==> src/rtl/rle_pkg.sv <==
// Shared definitions for the run-length codec pair: decoder FSM encoding,
// stream geometry constants and a byte-lane extract helper.
package rle_pkg;

    localparam int BYTE_W     = 8;
    localparam int WORD_BYTES = 4;
    localparam int PAIR_BYTES = 2;

    typedef enum logic [2:0] {
        S_IDLE,
        S_FETCH,
        S_WAIT,
        S_EXPAND,
        S_WRITE,
        S_FLUSH_RD,
        S_FLUSH_WR,
        S_DONE
    } rld_state_t;

    function automatic logic [BYTE_W-1:0] get_lane(input logic [31:0] word,
                                                   input logic [1:0]  lane);
        return word[lane*BYTE_W +: BYTE_W];
    endfunction

endpackage

==> src/rtl/rld_fast_if.sv <==
// Single-port DPSRAM bus shared by the run-length compressor and decoder.
interface rld_fast_if #(parameter int ADDR_W = 16);

    logic              port_A_clk;
    logic [31:0]       port_A_data_in;
    logic [31:0]       port_A_data_out;
    logic [ADDR_W-1:0] port_A_addr;
    logic              port_A_we;

    modport master (
        output port_A_clk,
        output port_A_data_in,
        output port_A_addr,
        output port_A_we,
        input  port_A_data_out
    );

    modport slave (
        input  port_A_clk,
        input  port_A_data_in,
        input  port_A_addr,
        input  port_A_we,
        output port_A_data_out
    );

endinterface

==> src/rtl/rld_pack.sv <==
// Four-byte output packer: collects decoded bytes low lane first and offers
// a merge of its valid lanes over a read-back word for the final partial write.
module rld_pack
    import rle_pkg::*;
(
    input  logic        clk,
    input  logic        nreset,
    input  logic        clr,
    input  logic        push,
    input  logic [7:0]  data,
    input  logic [31:0] readback,
    output logic [31:0] word,
    output logic [2:0]  count,
    output logic        full,
    output logic [31:0] merged
);

    logic [31:0] word_q;
    logic [2:0]  count_q;

    // NOTE: sequential state uses non-blocking assignments only, so every
    // register samples the pre-edge value of its neighbours.
    always_ff @(posedge clk) begin
        if (!nreset) begin
            word_q  <= '0;
            count_q <= '0;
        end else if (clr) begin
            word_q  <= '0;
            count_q <= '0;
        end else if (push) begin
            word_q[count_q[1:0]*BYTE_W +: BYTE_W] <= data;
            count_q                               <= count_q + 3'd1;
        end
    end

    always_comb begin
        merged = readback;
        for (int i = 0; i < WORD_BYTES; i++) begin
            if (i < int'(count_q)) merged[i*BYTE_W +: BYTE_W] = word_q[i*BYTE_W +: BYTE_W];
        end
    end

    assign word  = word_q;
    assign count = count_q;
    assign full  = (count_q == 3'(WORD_BYTES));

endmodule

==> src/rtl/rld_fast.sv <==
// Run-length decoder: expands {count, value} byte pairs read from DPSRAM into
// plaintext bytes, written back word by word with a read-merge final word.
module rld_fast
    import rle_pkg::*;
#(
    parameter int ADDR_W    = 16,
    parameter int MAX_COUNT = 255
) (
    input  logic        clk,
    input  logic        nreset,
    input  logic        start,
    input  logic [31:0] rle_addr,
    input  logic [31:0] rle_size,
    input  logic [31:0] message_addr,
    output logic [31:0] message_size,
    output logic        done,
    rld_fast_if.master  mem
);

    localparam int RUN_W = $clog2(MAX_COUNT + 1);

    rld_state_t        state_q, state_d;

    logic [ADDR_W-1:0] rd_addr_q;
    logic [ADDR_W-1:0] wr_addr_q;
    logic [31:0]       bytes_left_q;
    logic [RUN_W-1:0]  run_q;
    logic [7:0]        val_q;
    logic [7:0]        cnt2_q;
    logic [7:0]        val2_q;
    logic              pair_sel_q;
    logic              two_pairs_q;
    logic              flush_phase_q;
    logic [31:0]       rb_q;
    logic [31:0]       msg_size_q;

    logic              pk_clr;
    logic              pk_push;
    logic [31:0]       pk_word;
    logic [2:0]        pk_count;
    logic              pk_full;
    logic [31:0]       pk_merged;

    logic              mem_we;
    logic [ADDR_W-1:0] mem_addr;
    logic [31:0]       mem_wdata;

    rld_pack u_pack (
        .clk      (clk),
        .nreset   (nreset),
        .clr      (pk_clr),
        .push     (pk_push),
        .data     (val_q),
        .readback (rb_q),
        .word     (pk_word),
        .count    (pk_count),
        .full     (pk_full),
        .merged   (pk_merged)
    );

    always_ff @(posedge clk) begin
        if (!nreset) state_q <= S_IDLE;
        else         state_q <= state_d;
    end

    // NOTE: every output of this block gets a default first, so no path
    // through the case statement can leave a latch behind.
    always_comb begin
        state_d   = state_q;
        mem_we    = 1'b0;
        mem_addr  = '0;
        mem_wdata = '0;
        pk_push   = 1'b0;
        pk_clr    = 1'b0;

        case (state_q)
            S_IDLE, S_DONE: begin
                if (start) begin
                    pk_clr  = 1'b1;
                    state_d = (rle_size == 32'd0) ? S_DONE : S_FETCH;
                end
            end
            S_FETCH: begin
                mem_addr = rd_addr_q;
                state_d  = S_WAIT;
            end
            S_WAIT: begin
                // Address is held so the read word stays stable for capture.
                mem_addr = rd_addr_q;
                state_d  = S_EXPAND;
            end
            S_EXPAND: begin
                if (run_q != '0) begin
                    pk_push = 1'b1;
                    if (pk_count == 3'(WORD_BYTES - 1)) state_d = S_WRITE;
                end else if (!pair_sel_q && two_pairs_q) begin
                    state_d = S_EXPAND;
                end else if (bytes_left_q != 32'd0) begin
                    state_d = S_FETCH;
                end else begin
                    state_d = S_FLUSH_RD;
                end
            end
            S_WRITE: begin
                mem_we    = 1'b1;
                mem_addr  = wr_addr_q;
                mem_wdata = pk_word;
                pk_clr    = pk_full;
                state_d   = S_EXPAND;
            end
            S_FLUSH_RD: begin
                if (pk_count == 3'd0) begin
                    state_d = S_DONE;
                end else begin
                    mem_addr = wr_addr_q;
                    if (flush_phase_q) state_d = S_FLUSH_WR;
                end
            end
            S_FLUSH_WR: begin
                mem_we    = 1'b1;
                mem_addr  = wr_addr_q;
                mem_wdata = pk_merged;
                state_d   = S_DONE;
            end
            default: state_d = S_IDLE;
        endcase
    end

    // NOTE: there is no RAM inside this block, so every register, including
    // the pair and read-back buffers, is cleared by reset.
    always_ff @(posedge clk) begin
        if (!nreset) begin
            rd_addr_q     <= '0;
            wr_addr_q     <= '0;
            bytes_left_q  <= '0;
            run_q         <= '0;
            val_q         <= '0;
            cnt2_q        <= '0;
            val2_q        <= '0;
            pair_sel_q    <= 1'b0;
            two_pairs_q   <= 1'b0;
            flush_phase_q <= 1'b0;
            rb_q          <= '0;
            msg_size_q    <= '0;
        end else begin
            case (state_q)
                S_IDLE, S_DONE: begin
                    if (start) begin
                        rd_addr_q     <= {rle_addr[ADDR_W-1:2], 2'b00};
                        wr_addr_q     <= {message_addr[ADDR_W-1:2], 2'b00};
                        bytes_left_q  <= rle_size;
                        msg_size_q    <= '0;
                        run_q         <= '0;
                        pair_sel_q    <= 1'b0;
                        flush_phase_q <= 1'b0;
                    end
                end
                S_WAIT: begin
                    run_q       <= RUN_W'(get_lane(mem.port_A_data_out, 2'd0));
                    val_q       <= get_lane(mem.port_A_data_out, 2'd1);
                    cnt2_q      <= get_lane(mem.port_A_data_out, 2'd2);
                    val2_q      <= get_lane(mem.port_A_data_out, 2'd3);
                    pair_sel_q  <= 1'b0;
                    rd_addr_q   <= rd_addr_q + ADDR_W'(WORD_BYTES);
                    two_pairs_q <= (bytes_left_q >= 32'(WORD_BYTES));
                    if (bytes_left_q >= 32'(WORD_BYTES))
                        bytes_left_q <= bytes_left_q - 32'(WORD_BYTES);
                    else
                        bytes_left_q <= '0;
                end
                S_EXPAND: begin
                    if (run_q != '0) begin
                        run_q <= run_q - RUN_W'(1);
                        if (msg_size_q != '1) msg_size_q <= msg_size_q + 32'd1;
                    end else if (!pair_sel_q && two_pairs_q) begin
                        run_q      <= RUN_W'(cnt2_q);
                        val_q      <= val2_q;
                        pair_sel_q <= 1'b1;
                    end
                end
                S_WRITE: wr_addr_q <= wr_addr_q + ADDR_W'(WORD_BYTES);
                S_FLUSH_RD: begin
                    if (pk_count != 3'd0) begin
                        flush_phase_q <= 1'b1;
                        if (flush_phase_q) rb_q <= mem.port_A_data_out;
                    end
                end
                S_FLUSH_WR: flush_phase_q <= 1'b0;
                default: ;
            endcase
        end
    end

    assign mem.port_A_clk     = ~clk;
    assign mem.port_A_we      = mem_we;
    assign mem.port_A_addr    = mem_addr;
    assign mem.port_A_data_in = mem_wdata;

    assign done         = (state_q == S_DONE);
    assign message_size = msg_size_q;

endmodule
==> src/flat_wrapper.sv <==
// flat-port wrapper written by rule: the top's interface ports become plain ports
module rld_fast_flat import rle_pkg::*;
#(
    parameter int ADDR_W    = 16,
    parameter int MAX_COUNT = 255
)
  (clk, nreset, start, rle_addr, rle_size, message_addr, message_size, done, mem_port_A_clk, mem_port_A_data_in, mem_port_A_addr, mem_port_A_we, mem_port_A_data_out);
  rld_fast_if #(.ADDR_W(ADDR_W)) mem_i ();
  input  logic clk;
  input  logic nreset;
  input  logic start;
  input  logic [31:0] rle_addr;
  input  logic [31:0] rle_size;
  input  logic [31:0] message_addr;
  output logic [31:0] message_size;
  output logic done;
  output wire logic [$bits(mem_i.port_A_clk)-1:0] mem_port_A_clk;
  output wire logic [$bits(mem_i.port_A_data_in)-1:0] mem_port_A_data_in;
  output wire logic [$bits(mem_i.port_A_addr)-1:0] mem_port_A_addr;
  output wire logic [$bits(mem_i.port_A_we)-1:0] mem_port_A_we;
  input wire logic [$bits(mem_i.port_A_data_out)-1:0] mem_port_A_data_out;
  assign mem_port_A_clk = mem_i.port_A_clk;
  assign mem_port_A_data_in = mem_i.port_A_data_in;
  assign mem_port_A_addr = mem_i.port_A_addr;
  assign mem_port_A_we = mem_i.port_A_we;
  assign mem_i.port_A_data_out = mem_port_A_data_out;
  rld_fast #(.ADDR_W(ADDR_W), .MAX_COUNT(MAX_COUNT)) u_core (.clk(clk), .nreset(nreset), .start(start), .rle_addr(rle_addr), .rle_size(rle_size), .message_addr(message_addr), .message_size(message_size), .done(done), .mem(mem_i));
endmodule
==> config.mk <==
export PLATFORM = sky130hd
export DESIGN_NAME = rld_fast_flat
export DESIGN_NICKNAME = d
export VERILOG_FILES = /design/src/rtl/rle_pkg.sv /design/src/rtl/rld_fast_if.sv /design/src/rtl/rld_pack.sv /design/src/rtl/rld_fast.sv /design/src/flat_wrapper.sv
export SDC_FILE = /design/constraint.sdc
export NUM_CORES = 1
export LEC_CHECK = 0
export ABC_CLOCK_PERIOD_IN_PS = 3810
export CORE_AREA = 2 2 176 178
export CTS_BUF_LIST = sky130_fd_sc_hd__clkbuf_16
export CTS_CLUSTER_DIAMETER = 50
export DETAILED_ROUTE_END_ITERATION = 10
export DIE_AREA = 0 0 178 180
export SLEW_MARGIN = 15
export SYNTH_ARGS = -nofsm -noshare
export SYNTH_HDL_FRONTEND = slang
export SYNTH_SLANG_ARGS = --single-unit
==> constraint.sdc <==
create_clock -name clk -period 3.81 [get_ports clk]
set_clock_uncertainty 0.1 [all_clocks]
set_input_delay 0.762 -clock clk [delete_from_list [all_inputs] [get_ports clk]]
set_output_delay 0.762 -clock clk [all_outputs]
set_load 0.02 [all_outputs]
Word level (Yosys, flattened, before mapping)
Index checks and enable logic that the tools add are counted.
Widths: inputs -> output; s select.

storage, ports and cells
  register bits after elaboration = 201
  input port bits = 131
  output and inout bits = 83
  word-level logic and storage cells = 124

operators by class
  add/subtract/negate cells = 7
  order comparisons = 5
  equal/unequal tests = 19
  shifts and indexed selects = 2
  multiplexer cells = 46
  bitwise operators = 2
  reductions and logical operators = 28

operators with widths
  kind                     number
  $pmux 32 s2              3
  $mux 32                  5
  $mux 8                   9
  $pmux 16 s2              2
  $mux 16                  3
  $pmux 16 s3              1
  $neg 5->34               1
  $shift 8x34->32 const A  1
  $shiftx 8x34->32         1
  $add 16x3->16 const B    2
  $add 32x1->32 const B    1
  $bwmux 32                1
  $ge 32x3->1 const B      1
  $logic_not 32->1         1
  $ne 32x32->1 const B     1
  $reduce_bool 32->1       1
  $sub 32x3->32 const B    1
  $mux 3                   8
  $pmux 8 s3               1
  $pmux 3 s6               1
  $pmux 8 s2               1
  $eq 3x3->1 const B       5
  $reduce_and 3->1         5
  $reduce_or 2->1          5
  22 further kinds         48

Logic depth before layout (Yosys ltp)
  word-level depth = 5
  depth in mapped cells = 10
  gate-level depth less buffers = 7

Hierarchy
Synthesis repeated with hierarchy kept, for this count alone.

second synthesis, totals
  cell total of the unflattened synthesis = 1390
  area, all modules = 11014.3 µm²

modules (own cells, without submodules)
  module    instances  cells each  area each (µm²)  sequential area each (µm²)
  rld_fast  1          1214        9188.8           3243.1
  rld_pack  1          176         1825.5           700.7

==> metrics.md <==
| Metric | Value |
|---|---|
| Final Setup Violations | 0 |
| Rows | 64 |
| Area share of the largest cell type after synthesis | 38.0% |
| Required @ worst endpoint | 2.95 ns |
| Synth top cells by count | nand2_1, dfxtp_1, a21oi_1, nor2_1, clkbuf_1 |
| Gate Count Post-Synth | 1343 |
| Syn Area/Cell | just under 8 sq um |
| Most common cell in the netlist | nand2_1 |
| WL/cell | between 15 and 20 microns |
| Status | finished clean |
| Clock buffer depth | 2 |
| #FFs+latches synth | about 200 |
| Final ANT Viol Nets | 0 |
| First drt pass iteration count | 5 |
| Min cycle time layout | 3.54 ns |
| Synth Flop Type | dfxtp_1 |
| Final WL | 33500 microns |
| Final hold vios | 0 |
| Synth warn | 0 |
| Reg2Reg Launch Point | u_core.run_q[0]$_SDFFE_PN0P_ |
| Worst Path Max Fanout | 16 |
| Leak pwr | between 4 and 5 nW |
| Gpl congestion | 0.831 |
| Area leader, netlist | dfxtp_1 |
| Min Hold Slack | 0.355 ns |
| Worst setup startpoint | clk |
| Die Width | 178 microns |
| Area Growth Syn to Fin | 26.9% |
| Actual slew at the worst max-slew pin | 0.928 ns |
| DRC Markers | 0 |
| Clock root buffer | clkbuf_16 |
| DRT iter0 DRCs | around 850 |
| Mapped cell area | just over 0.01 sq mm |
| Global-route wire length before repair | about 54000 microns |
| Hold Path Depth | 2 |
| Internal reg-to-reg setup slack | 1.00 ns |
| Clk_lat worst skew | around 0.44 ns |
| Peak supply drop | 0.000385 V |
| Ranking of synthesized cells by area | dfxtp_1, a21oi_1, nand2_1, a22o_1, nor2_1 |
| Clock-pin slew on the worst setup and hold paths | around 0.080 ns |
| Vias per cell | roughly 5.7 |
| Antenna violations before repair | 0 |
| Detailed Place HPWL | around 23000 microns |
| Placed Cells | between 1500 and 2000 |
| Port buffer count | 175 |
| Max Transition Viols Final | 0 |
| Total Neg Setup Slack | 0 ns |
| CP arrival | 2.68 ns |
| CP Capture Type | output port |
| Reg-to-reg endpoint | u_core.val_q[6]$_SDFFE_PN0P_ |
| GRT Util Overall | between 20% and 30% |
| Total grt overflow | 0 |
| Core Region | roughly 0.030 sq mm |
| Type of origin of the critical path | clock port |
| Max-Cap Viols | 0 |
| ANT cells | 0 |
| Post-synth EDFFs | 0 |
| Share of cells above drive strength 1 | under 10% |
| Hold crit path type | flip-flop to flip-flop |
| RSZ-0062 raised after global routing | false |
| Final net count | ~1600 |
| Final Core Density | ~44% |
| I/O Pins | between 200 and 250 |
| Seq/Total Area, Yosys | between 30% and 40% |
| Pin count of the biggest net entering global routing | 107 |
| Num CTS Buffers | 17 |
| Pwr/cell area | ~650 mW/mm^2 |
| Critical path type | clock port to output port |
| Reg2Reg Depth | 8 |
| Pwr Total | roughly 8.6 mW |
| Die area | roughly 0.032 sq mm |
| Htree depth | 4 |
| Die Ht | 180 microns |
| Final period util | about 93% |
| CTS tree | done |
| Yosys cell types | 88 |
| Initial core utilization | roughly 34% |
| Fraction of registers with async set/reset | 0% |
| Vias after detailed routing | between 10000 and 15000 |
| Vias in the first global route | around 10000 |
| Fmax achieved | roughly 280 MHz |
| Fin cells | 1884 |
| Slew HR | ~38% |
| CP Capture Point | mem_port_A_clk |
## what timing repair did
action,in CTS,in global routing
hold buffers,0,0
setup endpoints to repair,1,14
setup buffers,0,2
gates resized for setup,1,14
## report_power, final
| group | internal (mW) | switching, mW | leakage, nW |
|---|---|---|---|
| sequential | 2.42 | 0.492 | 1.60 |
| combinational | 1.36 | 2.34 | 2.59 |
| clock | 0.922 | 1.02 | 0.311 |
## worst min path at each step
stage / from / endpoint / slack [ns]
2_1_floorplan: u_core.u_pack.word[24]$_SDFFE_PP0P_ / u_core.u_pack.word[24]$_SDFFE_PP0P_ / 0.33
3_3_place_gp: u_core.u_pack.word[28]$_SDFFE_PP0P_ / u_core.u_pack.word[28]$_SDFFE_PP0P_ / 0.34
3_5_place_dp: u_core.u_pack.word[1]$_SDFFE_PP0P_ / u_core.u_pack.word[1]$_SDFFE_PP0P_ / 0.34
4_1_cts: u_core.u_pack.word[1]$_SDFFE_PP0P_ / u_core.u_pack.word[1]$_SDFFE_PP0P_ / 0.35
5_1_grt: u_core.rb_q[24]$_SDFFE_PN0P_ / u_core.rb_q[24]$_SDFFE_PN0P_ / 0.37
6_report: u_core.u_pack.word[1]$_SDFFE_PP0P_ / u_core.u_pack.word[1]$_SDFFE_PP0P_ / 0.35
## worst max-delay path, stage by stage
cell	delay, ns
clkbuf_16	0.20
clkbuf_16	0.20
inv_1	0.05
dlygate4sd2_1	0.32
## per-stage QoR
stage               worst slack, ns  area (sq um)
floorplan                     0.458         10400
global placement              0.434         12500
detailed placement            0.434         12500
CTS                          0.0424         13100
global route                  0.134         13200
finish                        0.267         13200
## registers in the layout, indices dropped and copies added (netlist names)
register,cells
u_core.state_q,3
u_core.flush_phase_q,1
u_core.bytes_left_q,32
u_core.message_size,32
u_core.u_pack.word,32
u_core.run_q,8
u_core.rb_q,32
u_core.val2_q,8
u_core.u_pack.count,3
u_core.wr_addr_q,14
u_core.rd_addr_q,14
u_core.pair_sel_q,1
u_core.cnt2_q,8
u_core.val_q,8
u_core.two_pairs_q,1
## kinds of logic (layout without fill, tap and decap cells)
| group | after synthesis | count (layout) | synth area share (%) |
|---|---|---|---|
| fa+ha+maj | 12 | 12 | 1.45 |
| xor+xnor | 8 | 8 | 0.676 |
| compound gates | 425 | 425 | 26.3 |
| simple gates | 571 | 571 | 27.8 |
| buf+inv | 120 | 264 | 4.85 |
| flops | 197 | 197 | 38.0 |
| other cells | 1 | 2 | 0.0362 |
| mux | 9 | 9 | 0.881 |
## layout by cell type, fill, tap and decap left out, types with 12 or more instances in the layout
master           count
nor4_1              27
dfxtp_1            197
nand3_1             51
a311oi_1            12
a21oi_1            185
clkbuf_16           17
a22o_1              35
or4_1               30
o31ai_1             26
dlymetal6s2s_1      14
nor3_1              33
inv_1               23
o21ai_0             54
o211ai_1            12
nand2_1            243
nand4_1             20
clkdlybuf4s50_1    160
ha_1                12
nor2_1              79
a31oi_1             20
or3_1               19
buf_4               31
## per-layer routing
metal / track usage, % / vias to the layer above / wire, microns
met5: 0 / - / 0
met4: 4.46 / 0 / 403
met3: 3.49 / 23 / 2010
met2: 33.3 / 332 / 15400
met1: 29.3 / 5194 / 15700
li1: - / 5208 / -
## layout make-up
type,instances,area (sq um)
timing repair buffer,207,2050
sequential,197,3940
tap,396,495
clock inverter,16,200
inverter,23,87.6
multi-input combinational,1027,5940
fill,3010,17000
clock buffer,18,434
(Power assumes the default switching activity.)
==> patch: new RTL, same flow settings <==
Make the reset (`nreset`) asynchronous in 3 clocked blocks.
--- a/src/rtl/rld_pack.sv
+++ b/src/rtl/rld_pack.sv
@@ -20,7 +20,7 @@
 
     // NOTE: sequential state uses non-blocking assignments only, so every
     // register samples the pre-edge value of its neighbours.
-    always_ff @(posedge clk) begin
+    always_ff @(posedge clk or negedge nreset) begin
         if (!nreset) begin
             word_q  <= '0;
             count_q <= '0;
--- a/src/rtl/rld_fast.sv
+++ b/src/rtl/rld_fast.sv
@@ -58,7 +58,7 @@
         .merged   (pk_merged)
     );
 
-    always_ff @(posedge clk) begin
+    always_ff @(posedge clk or negedge nreset) begin
         if (!nreset) state_q <= S_IDLE;
         else         state_q <= state_d;
     end
@@ -128,7 +128,7 @@
 
     // NOTE: there is no RAM inside this block, so every register, including
     // the pair and read-back buffers, is cleared by reset.
-    always_ff @(posedge clk) begin
+    always_ff @(posedge clk or negedge nreset) begin
         if (!nreset) begin
             rd_addr_q     <= '0;
             wr_addr_q     <= '0;
Function: differs if nreset is asserted again (counterexample within 4 cycles, from zero or initial values and one cycle with nreset low); with nreset held inactive, the same outputs for 4 cycles.
==> patch against the unedited design <==
Total power up 15%. Die area stayed put. Global-route usage is 0.084 points higher. Final cell count shrank 7.2%. Setup slack lost 0.14 ns. Sequential cell count unchanged. Utilization grew 1.4 points. Routed wire length shrank 1.3%. Area after synthesis grew 3.5%. Design area rose by 3.1%. Register-to-register slack lost 0.15 ns. Largest power group unchanged.
==> patch: results (changes against the unedited design) <==
- Synthesized netlist cell count: 1,190 (-11%)
- Cell count after placement: 1,716 (-7.2%)
- Worst min-delay path class: input pin to asynchronous set/reset pin
- DP HPWL: 23,500 um (+1.1%)
- Reg2Reg Depth: 7 (-1)
- Final nets: 1,483 (-8.3%)
- CP startpoint: u_core.u_pack.count[0]
- Drt total wl: 33,100 um (-1.3%)
- Outcome: finished clean
- Vias in the first global route: 9,494 (-5.7%)
- Synth unique cells: 71 (-19%)
- Clock power frac: 0.197 (-0.030)
- Met3 Use GR: 0.0366 (+0.00169)
- Post-synth ARST share: 1.00 (+1.00)
- Via density: 5.72 (+0.21%)
- Placer Congestion: 0.851 (+2.4%)
- CP startpoint kind: flop
- Total design power: 9.86 mW (+15%)
- R2R Path End: u_core.bytes_left_q[13]
- Number of fill cells: 2,942 (-2.3%)
- Maximum VDD drop: 0.352 mV (-8.6%)
- Top area cells in the synthesized netlist: dfrtp_1, nand2_1, a21oi_1
- Critical path's largest stage delay: 0.61 ns (+0.29 ns)
- Seq pwr: 3.57 mW (+23%)
- DRT iter0 DRCs: 991 (+17%)
- Slowest CP cell: clkdlybuf4s50_1
- Reg2reg setup slack: 0.85 ns (-0.15 ns)
- Max-slew headroom: 0.219 (-0.160)
- Sequential area share after synthesis: 0.459 (+0.0790)
- First-pass GRT wire length: 53,200 um (-1.5%)
- Fin crit period: 3.68 ns (+0.138 ns)
- Routed length per instance: 18.9 um (+6.4%)
- Crit Path Max Fanout: 14 (-2)
- Lkg Pwr: 5.45 nW (+21%)
[patch: cell type report]
class,count,area [um2],area share
clock buffer,18,434,0.0320
timing repair buffer,203,1990,0.147
inverter,19,71.3,0.00526
clock inverter,15,191,0.0141
multi-input combinational,900,5460,0.402
tap,396,495,0.0365
sequential,197,4930,0.363
[patch: repair_timing]
action,in CTS,in global routing
hold endpoints to repair,0,0
setup endpoints to repair,1,0
gates resized for setup,1,0
[patch: kinds of logic after synthesis]
| group | Yosys count | synth area share |
|---|---|---|
| multiplexers | 50 | 0.0504 |
| other | 1 | 0.000349 |
| XOR/XNOR | 12 | 0.00979 |
| AO/OA/AOI/OAI | 334 | 0.208 |
| buffers and inverters | 94 | 0.0351 |
| adder cells (fa/ha/maj) | 12 | 0.0140 |
| AND/OR/NAND/NOR | 490 | 0.223 |
| flip-flops | 197 | 0.459 |
[patch: routing by layer]
metal	up-vias	wire length [um]
met5	-	0
met4	0	791
met3	46	1820
met2	350	14900
met1	4880	15500
li1	4725	-
